$ cat src/rtl/audio_mixer_tdm.sv
// audio_mixer_tdm: time-multiplexed stereo mixer.
// A sample strobe snapshots every channel. One shared multiply-accumulate
// then processes one channel per clock into the left/right accumulators,
// and a final cycle rescales, saturates and registers the stereo pair.
//
// Handshake: ce_sample is a one-cycle request that is accepted only while
// busy is low (a strobe seen while busy is dropped and sets the sticky
// overrun flag). out_valid is a one-cycle pulse, not held, and the
// consumer has no way to stall it. audio_l/audio_r and clip_l/clip_r are
// valid in that cycle, and they hold their values until the next pulse.
module audio_mixer_tdm #(
  parameter int NCH    = 4,
  parameter int IN_W   = 16,
  parameter int OUT_W  = 16,
  parameter int GAIN_W = 5
) (
  input  logic                     clk_sys,
  input  logic                     reset_n,
  input  logic                     ce_sample,
  input  logic [NCH*IN_W-1:0]      ch_data,
  input  logic [NCH*GAIN_W-1:0]    ch_gain,
  input  logic [NCH*2-1:0]         ch_route,
  input  logic                     master_mute,
  input  logic                     clear_overrun,
  output logic signed [OUT_W-1:0]  audio_l,
  output logic signed [OUT_W-1:0]  audio_r,
  output logic                     out_valid,
  output logic                     busy,
  output logic                     overrun,
  output logic                     clip_l,
  output logic                     clip_r
);

  localparam int CW     = (NCH > 1) ? $clog2(NCH) : 1;
  localparam int PROD_W = IN_W + GAIN_W + 1;
  // Wide enough that summing NCH full-scale products never wraps.
  localparam int ACC_W  = IN_W + GAIN_W + $clog2(NCH) + 1;
  // Accumulator width plus headroom for the output up-shift.
  localparam int SC_W   = ACC_W + OUT_W - IN_W;
  localparam logic [CW-1:0] LAST_IDX = CW'(NCH - 1);
  localparam logic signed [SC_W-1:0] SAT_MAX =
    {{(SC_W-OUT_W+1){1'b0}}, {(OUT_W-1){1'b1}}};
  localparam logic signed [SC_W-1:0] SAT_MIN = ~SAT_MAX;

  typedef enum logic [1:0] {
    ST_IDLE = 2'd0,
    ST_ACC  = 2'd1,
    ST_SAT  = 2'd2
  } state_t;

  state_t state_q, state_d;

  logic signed [IN_W-1:0]   snap_data  [NCH];
  logic        [GAIN_W-1:0] snap_gain  [NCH];
  logic        [1:0]        snap_route [NCH];

  logic        [CW-1:0]     ch_idx;
  logic signed [ACC_W-1:0]  acc_l, acc_r;

  logic signed [IN_W-1:0]   cur_data;
  logic        [GAIN_W-1:0] cur_gain;
  logic        [1:0]        cur_route;
  logic signed [PROD_W-1:0] prod;
  logic signed [ACC_W-1:0]  prod_ext;
  logic        [OUT_W:0]    sat_l, sat_r;

  // Rescale an accumulator to output units and clamp it; MSB of the result is the clip flag.
  function automatic logic [OUT_W:0] saturate(input logic signed [ACC_W-1:0] acc);
    logic signed [SC_W-1:0] sc;
    sc = SC_W'(acc);
    sc = sc >>> (GAIN_W - 1);
    sc = sc <<< (OUT_W - IN_W);
    if (sc > SAT_MAX) begin
      return {1'b1, SAT_MAX[OUT_W-1:0]};
    end else if (sc < SAT_MIN) begin
      return {1'b1, SAT_MIN[OUT_W-1:0]};
    end else begin
      return {1'b0, sc[OUT_W-1:0]};
    end
  endfunction

  // Select the current channel and form its gain product and saturated sums.
  always_comb begin
    cur_data  = snap_data[ch_idx];
    cur_gain  = snap_gain[ch_idx];
    cur_route = snap_route[ch_idx];
    // Gain is unsigned, so a zero sign bit is prepended before the signed multiply.
    prod      = PROD_W'(cur_data) * PROD_W'($signed({1'b0, cur_gain}));
    prod_ext  = ACC_W'(prod);
    sat_l     = saturate(acc_l);
    sat_r     = saturate(acc_r);
  end

  // Next-state logic: idle until a strobe, one ACC cycle per channel, then one SAT cycle.
  always_comb begin
    state_d = state_q;
    case (state_q)
      ST_IDLE: if (ce_sample) state_d = ST_ACC;
      ST_ACC:  if (ch_idx == LAST_IDX) state_d = ST_SAT;
      ST_SAT:  state_d = ST_IDLE;
      default: state_d = ST_IDLE;
    endcase
  end

  // State register.
  always_ff @(posedge clk_sys or negedge reset_n) begin
    if (!reset_n) state_q <= ST_IDLE;
    else          state_q <= state_d;
  end

  assign busy = (state_q != ST_IDLE);

  // Datapath: snapshot, accumulate, saturate/register outputs, sticky overrun.
  always_ff @(posedge clk_sys or negedge reset_n) begin
    if (!reset_n) begin
      for (int i = 0; i < NCH; i++) begin
        snap_data[i]  <= '0;
        snap_gain[i]  <= '0;
        snap_route[i] <= '0;
      end
      ch_idx    <= '0;
      acc_l     <= '0;
      acc_r     <= '0;
      audio_l   <= '0;
      audio_r   <= '0;
      clip_l    <= 1'b0;
      clip_r    <= 1'b0;
      out_valid <= 1'b0;
      overrun   <= 1'b0;
    end else begin
      out_valid <= 1'b0;
      // A dropped strobe takes priority over a clear arriving in the same cycle.
      if (ce_sample && (state_q != ST_IDLE)) overrun <= 1'b1;
      else if (clear_overrun)                overrun <= 1'b0;

      case (state_q)
        ST_IDLE: begin
          if (ce_sample) begin
            for (int i = 0; i < NCH; i++) begin
              snap_data[i]  <= ch_data[i*IN_W +: IN_W];
              snap_gain[i]  <= ch_gain[i*GAIN_W +: GAIN_W];
              snap_route[i] <= ch_route[i*2 +: 2];
            end
            acc_l  <= '0;
            acc_r  <= '0;
            ch_idx <= '0;
          end
        end
        ST_ACC: begin
          if (cur_route[0]) acc_l <= acc_l + prod_ext;
          if (cur_route[1]) acc_r <= acc_r + prod_ext;
          ch_idx <= ch_idx + 1'b1;
        end
        ST_SAT: begin
          out_valid <= 1'b1;
          if (master_mute) begin
            audio_l <= '0;
            audio_r <= '0;
            clip_l  <= 1'b0;
            clip_r  <= 1'b0;
          end else begin
            audio_l <= sat_l[OUT_W-1:0];
            audio_r <= sat_r[OUT_W-1:0];
            clip_l  <= sat_l[OUT_W];
            clip_r  <= sat_r[OUT_W];
          end
        end
        default: ;
      endcase
    end
  end

endmodule

$ cat config.mk
export PLATFORM = sky130hd
export DESIGN_NAME = audio_mixer_tdm
export DESIGN_NICKNAME = d
export VERILOG_FILES = /design/src/rtl/audio_mixer_tdm.sv
export SDC_FILE = /design/constraint.sdc
export NUM_CORES = 1
export LEC_CHECK = 0
export ABC_AREA = 1
export BUFFER_PORTS_ARGS = -buffer_cell sky130_fd_sc_hd__buf_4
export CORE_ASPECT_RATIO = 1.5
export CORE_MARGIN = 2
export CORE_UTILIZATION = 65
export CTS_BUF_LIST = sky130_fd_sc_hd__clkbuf_4 sky130_fd_sc_hd__clkbuf_8
export CTS_CLUSTER_DIAMETER = 40
export DETAILED_ROUTE_END_ITERATION = 10
export GPL_ROUTABILITY_DRIVEN = 1
export PLACE_DENSITY = 0.87
export SKIP_CTS_REPAIR_TIMING = 1
export SLEW_MARGIN = 20
export SYNTH_ARGS = -nofsm -noshare
export SYNTH_HDL_FRONTEND = slang
export SYNTH_SLANG_ARGS = --single-unit
$ cat constraint.sdc
create_clock -name clk_sys -period 16.3 [get_ports clk_sys]
set_input_delay 2.445 -clock clk_sys [delete_from_list [all_inputs] [get_ports clk_sys]]
set_output_delay 2.445 -clock clk_sys [all_outputs]
set_load 0.01 [all_outputs]
# Word-level counts from Yosys, hierarchy flattened
# Index checks and enable logic that the tools add are counted.
op_classes:
  n_eq_ne: 7
  mul: 1
  bitwise_logic: 1
  n_addsub: 3
  n_lt_le_gt_ge: 5
  reduce_logical: 10
  n_mux: 30
ops:
  columns: ["operator", "count"]
  rows:
  - ["24-bit case mux with 2 select lines", 2]
  - ["24-bit 2-to-1 mux", 3]
  - ["17-bit 2-to-1 mux", 4]
  - ["16-bit 2-to-1 mux", 4]
  - ["24-bit by 22-bit adder with 24-bit output", 2]
  - ["20-bit by 16-bit > comparator with 1-bit output, second input constant", 2]
  - ["20-bit by 16-bit < comparator with 1-bit output, second input constant", 2]
  - ["16-bit binary-select mux with 2-bit select", 1]
  - ["16-bit by 6-bit multiplier with 22-bit output", 1]
  - ["5-bit binary-select mux with 2-bit select", 1]
  - ["2-bit 2-to-1 mux", 5]
  - ["5-bit 2-to-1 mux", 2]
  - ["2-bit != test, second input constant", 4]
  - ["2-bit case mux with 2 select lines", 2]
  - ["2-bit AND reduction", 3]
  - ["3-bit AND reduction", 2]
  - ["2-bit nonzero test", 3]
  - ["1-bit 2-to-1 mux", 5]
  - ["2-bit binary-select mux with 2-bit select", 1]
  - ["2-bit equality test, second input constant", 2]
  - ["3-bit greater-or-equal comparator, second input constant", 1]
  - ["2-bit NOT with 3-bit output", 1]
  - ["2-bit by 1-bit adder with 2-bit output, second input constant", 1]
  - ["2-bit by 1-bit equality test with 1-bit output, second input constant", 1]
  - ["2 further kinds", 2]
totals:
  output_inout_bits: 37
  regBits: 180

# Depth between registers and ports, before layout
depth:
  word_depth: 8
  mapped_depth: 40

# Least setup slack after synthesis
# Ideal clock, no wire load.
synth_timing:
  path_type: "register to register"
  startpoint: "register ch_idx[0]"
  endpoint: "register acc_r[22]"
  n_path_buf: 3
  setup_slack_ps: 10961
  setup_ps: 121
  stages_incl_launch_ff: 37
  t_arrival_ps: 5217
  synth_period_minus_slack_ps: 5339
  cell_sequence: "dfrtp_1 > inv_2 > buf_4 > buf_6 > nand2_1 > a32oi_1 > inv_1 > buf_6 > nor2_1 > fa_1 > fa_1 > inv_1 > fa_1 > inv_1 > ha_1 > nand2_2 > inv_1 > a21oi_1 > nand3_2 > nand3_1 > nand3_2 > nand2_2 > nand2_2 > nand2_2 > nand2_1 > nand2_1 > nand2_1 > ha_1 > nand2_1 > nor3_1 > nand2_1 > nor4_1 > nand2_1 > nand3_1 > nand2_1 > nand2_1 > o21ai_1"
synth_via:
  elab_chain_cells: 8
  word_cells_on_any_way: 16
synth_lines:
  columns: ["item", "line", "source"]
  rows:
  - ["start, declared", "57", "logic [CW-1:0] ch_idx;"]
  - ["start signal, assigned", "152", "ch_idx <= ch_idx + 1'b1;"]
  - ["2-bit NOT with 3-bit output (not written as such) (*)", "84, 85, 86", null]
  - ["16-bit binary-select mux with 2-bit select or 5-bit binary-select mux with 2-bit select (tied branches)", "84, 85", null]
  - ["16-bit 2-to-1 mux (not written as such) or 5-bit 2-to-1 mux (tied branches) (2 in a row)", "84, 85", null]
  - ["16-bit by 6-bit multiplier with 22-bit output", "88", "prod = PROD_W'(cur_data) * PROD_W'($signed({1'b0, cur_gain}));"]
  - ["24-bit by 22-bit adder with 24-bit output", "151", "if (cur_route[1]) acc_r <= acc_r + prod_ext;"]
  - ["24-bit 2-to-1 mux", "151", null]
  - ["24-bit case mux with 2 select lines", "136", "case (state_q)"]
  - ["end signal, assigned", "151", null]
  - ["end, declared", "58", "logic signed [ACC_W-1:0] acc_l, acc_r;"]
# Every way passes the cells marked *; elsewhere a longest branch is shown, timed or not. The select of a mux whose other input is x is not followed.
# A chain may end at the register's enable or synchronous reset.

# Worst setup path after layout
# Ends and elaborated chain as after synthesis.

==> impl_metrics.csv <==
group,metric,value,unit
global_route,overflow,0,
placed_design,io_buffers,133,
hold_path,hp-class,"flip-flop to flip-flop",
synthesis,synth_top_flop_cell,"dfrtp_1",
synthesis,yosysMostFrequentCell,"nand2_1",
synthesis,synth_top_cell_by_area,"dfrtp_1",
layout,drive_above_1_share,11.5,%
synthesis,synth_warnings,0,
synthesis,syn_nets,2007,
timing,rsz0062_at_grt,"false",
clock_tree,clockBufferDepth,2,
setup_path,endpoint_kind,"flip-flop",
global_route,grt_max_degree,95,
setup_path,cp.arrival,7.55,ns
clock_tree,cts_tree,"built",
setup_path,crit_type,"flip-flop to flip-flop",
timing,fmax,140,MHz
layout,syn2layout_area_growth,10.9,%
synthesis,synth_top_cell_area_share,34.3,%
synthesis,synth_edf_count,0,
die,io_pins,134,
placed_design,dp_hpwl,27400,um
route,vias,12083,
outcome,status,"complete, no violations",
clock_tree,worst_skew_pair.late_latency,0.50,ns
global_route,grtUsageTotal,33.6,%
setup_path,critPathMaxStageDelay,0.65,ns
flow_run,drv_cap,0,
clock_tree,numCtsBuffers,17,
synthesis,ys_seq_area_share,34.3,%
layout,finalNetCount,2112,
route,first_pass_iters,7,
die,fp.dieW,120,um
timing,setup_viol,0,
setup_path,slowest_stage,"fa_1",
timing,tightest_slew,0.884,ns
die,die_h,178,um
route,drt-vias-per-instance,5.63,
route,ant_nets,0,
timing,min_period,7.17,ns
synthesis,ys_async_sr_fraction,100,%
global_route,grt_pass1_wl,56500,um
setup_path,critPathLaunchType,"flip-flop",
layout,antenna_cells,0,
setup_path,cp_data_required_time,16.69,ns
timing,maxSlewViolCount,0,
synthesis,syn_area_per_cell,7.41,um2
clock_tree,cts-htree-levels,4,
timing,period_share,44.0,%
synthesis,synth_area_leaders,"dfrtp_1 34%, nand2_1 18%, ha_1 8.4%, fa_1 7.8%, inv_1 5.3%",
synthesis,syn_inst,1771,
setup_path,crit_top_cell,"nand2_1",
placed_design,place_congestion,1.04,
synthesis,ys_ff_latch,180,
timing,fin_skew,0.0178,ns
setup_path,path_max_fanout,48,
clock_tree,clkTransAtPathRegs,0.10,ns
timing,relSlewSlack,41.0,%
timing,tns,0,ns
die,dieArea,21400,um2
clock_tree,ctsRootBufferMaster,"clkbuf_8",
synthesis,netlist_area,13100,um2
die,initial_core_util,66.4,%
route,drt-initial-drc-count,705,
global_route,grt_antenna_before_repair,0,
clock_tree,cts_sinks,180,
route,detail_route.wl_per_cell,16.1,um
die,rows,63,
die,core_area,19800,um2
timing,report.final.hold_viol_count,0,
global_route,grt_pass1_vias,12106,
route,wirelength,34500,um
synthesis,ys_top_cells_by_count,"616 x nand2_1, 186 x inv_1, 185 x nor2_1",
synthesis,synth.distinct_cells,51,
route,drc,0,
[sequential cells by signal, indices dropped and copies added, names as in the netlist]
register / count
clip_l: 1
out_valid: 1
snap_data: 64
overrun: 1
snap_route: 8
audio_l: 16
clip_r: 1
snap_gain: 20
audio_r: 16
ch_idx: 2
state_q: 2
acc_r: 24
acc_l: 24
[final cells by class]
| class | instances | area [um2] |
|---|---|---|
| clock inverters | 12 | 95.1 |
| inverters | 193 | 724 |
| clock buffers | 19 | 255 |
| multi-input cells | 1344 | 7600 |
| fillers | 1625 | 5230 |
| repair buffers | 140 | 1050 |
| flip-flops and latches | 180 | 4500 |
| well taps | 260 | 325 |
[per-stage QoR]
stage | cells | worst slack [ns] | hold slack, ns | utilization [%] | instance area, um2
after floorplan | 1771 | 10.96 | 0.437 | - | 13100
after global placement | 2117 | 9.32 | 0.454 | 71.8 | 14200
after detailed placement | 2117 | 9.22 | 0.455 | 71.8 | 14200
after CTS | 2148 | 9.20 | 0.469 | 73.6 | 14600
after global routing | 2148 | 8.58 | 0.495 | 73.6 | 14600
final | 2148 | 9.13 | 0.475 | 73.6 | 14600
[cells by family (layout without fill, tap and decap cells)]
group	Yosys count	count (layout)	synth area share (%)
flops	180	180	34.3
compound gates	280	280	12.7
simple gates	902	902	27.5
fa+ha+maj	139	139	16.2
xor+xnor	23	23	1.53
buf+inv	247	364	7.87
[worst paths after layout]
kind / startpoint / to / slack (ns) / cells past startpoint
setup / recovery: ch_idx[0] / acc_r[22] / 9.13 / 30
hold / removal: state_q[0] / out_valid / 0.48 / 1
setup reg to reg: ch_idx[0] / acc_r[22] / 9.13 / 30
hold reg to reg: state_q[0] / out_valid / 0.48 / 1
max in group asynchronous: reset_n / snap_data[26] / 13.08 / 2
min in group asynchronous: reset_n / audio_l[9] / 1.91 / 1
[critical path: cells and delay by family, from the launching register on]
kind            cells  cell delay [ns]
compound gates      3             0.45
flops               1             0.37
fa+ha+maj           5             2.40
simple gates       15             2.32
buf+inv             7             1.51
[cells in the final DEF (no fill, tap or decap), types with 3 or more instances in the layout]
cell type,instances
buf_4,139
inv_6,6
nand3_2,5
o21ai_2,5
dfrtp_1,180
inv_2,7
nor2_2,5
a32oi_1,7
fa_1,51
nor4_1,3
clkbuf_8,18
o21bai_1,6
nand4_1,7
xnor2_1,8
nand3_1,51
nor2_1,185
nand2_1,616
a21oi_1,95
nor3_1,8
inv_1,186
xor2_1,15
o21ai_0,95
o31ai_1,6
nand2_2,10
a32o_1,12
o22ai_1,6
o21ai_1,14
a21oi_2,5
a21o_1,14
nand3b_1,3
ha_1,88
[routing by layer]
layer	wire length [um]	vias up	track usage, %	share of wire, %
li1	-	5872	-	-
met1	12600	5669	35.3	36
met2	18000	427	61.5	52
met3	1530	115	5.12	4.4
met4	2390	0	22.3	6.9
met5	0	-	0	0
Power is not shown: default switching activity piles up to over one toggle a cycle in this logic, so the estimate is an artifact.
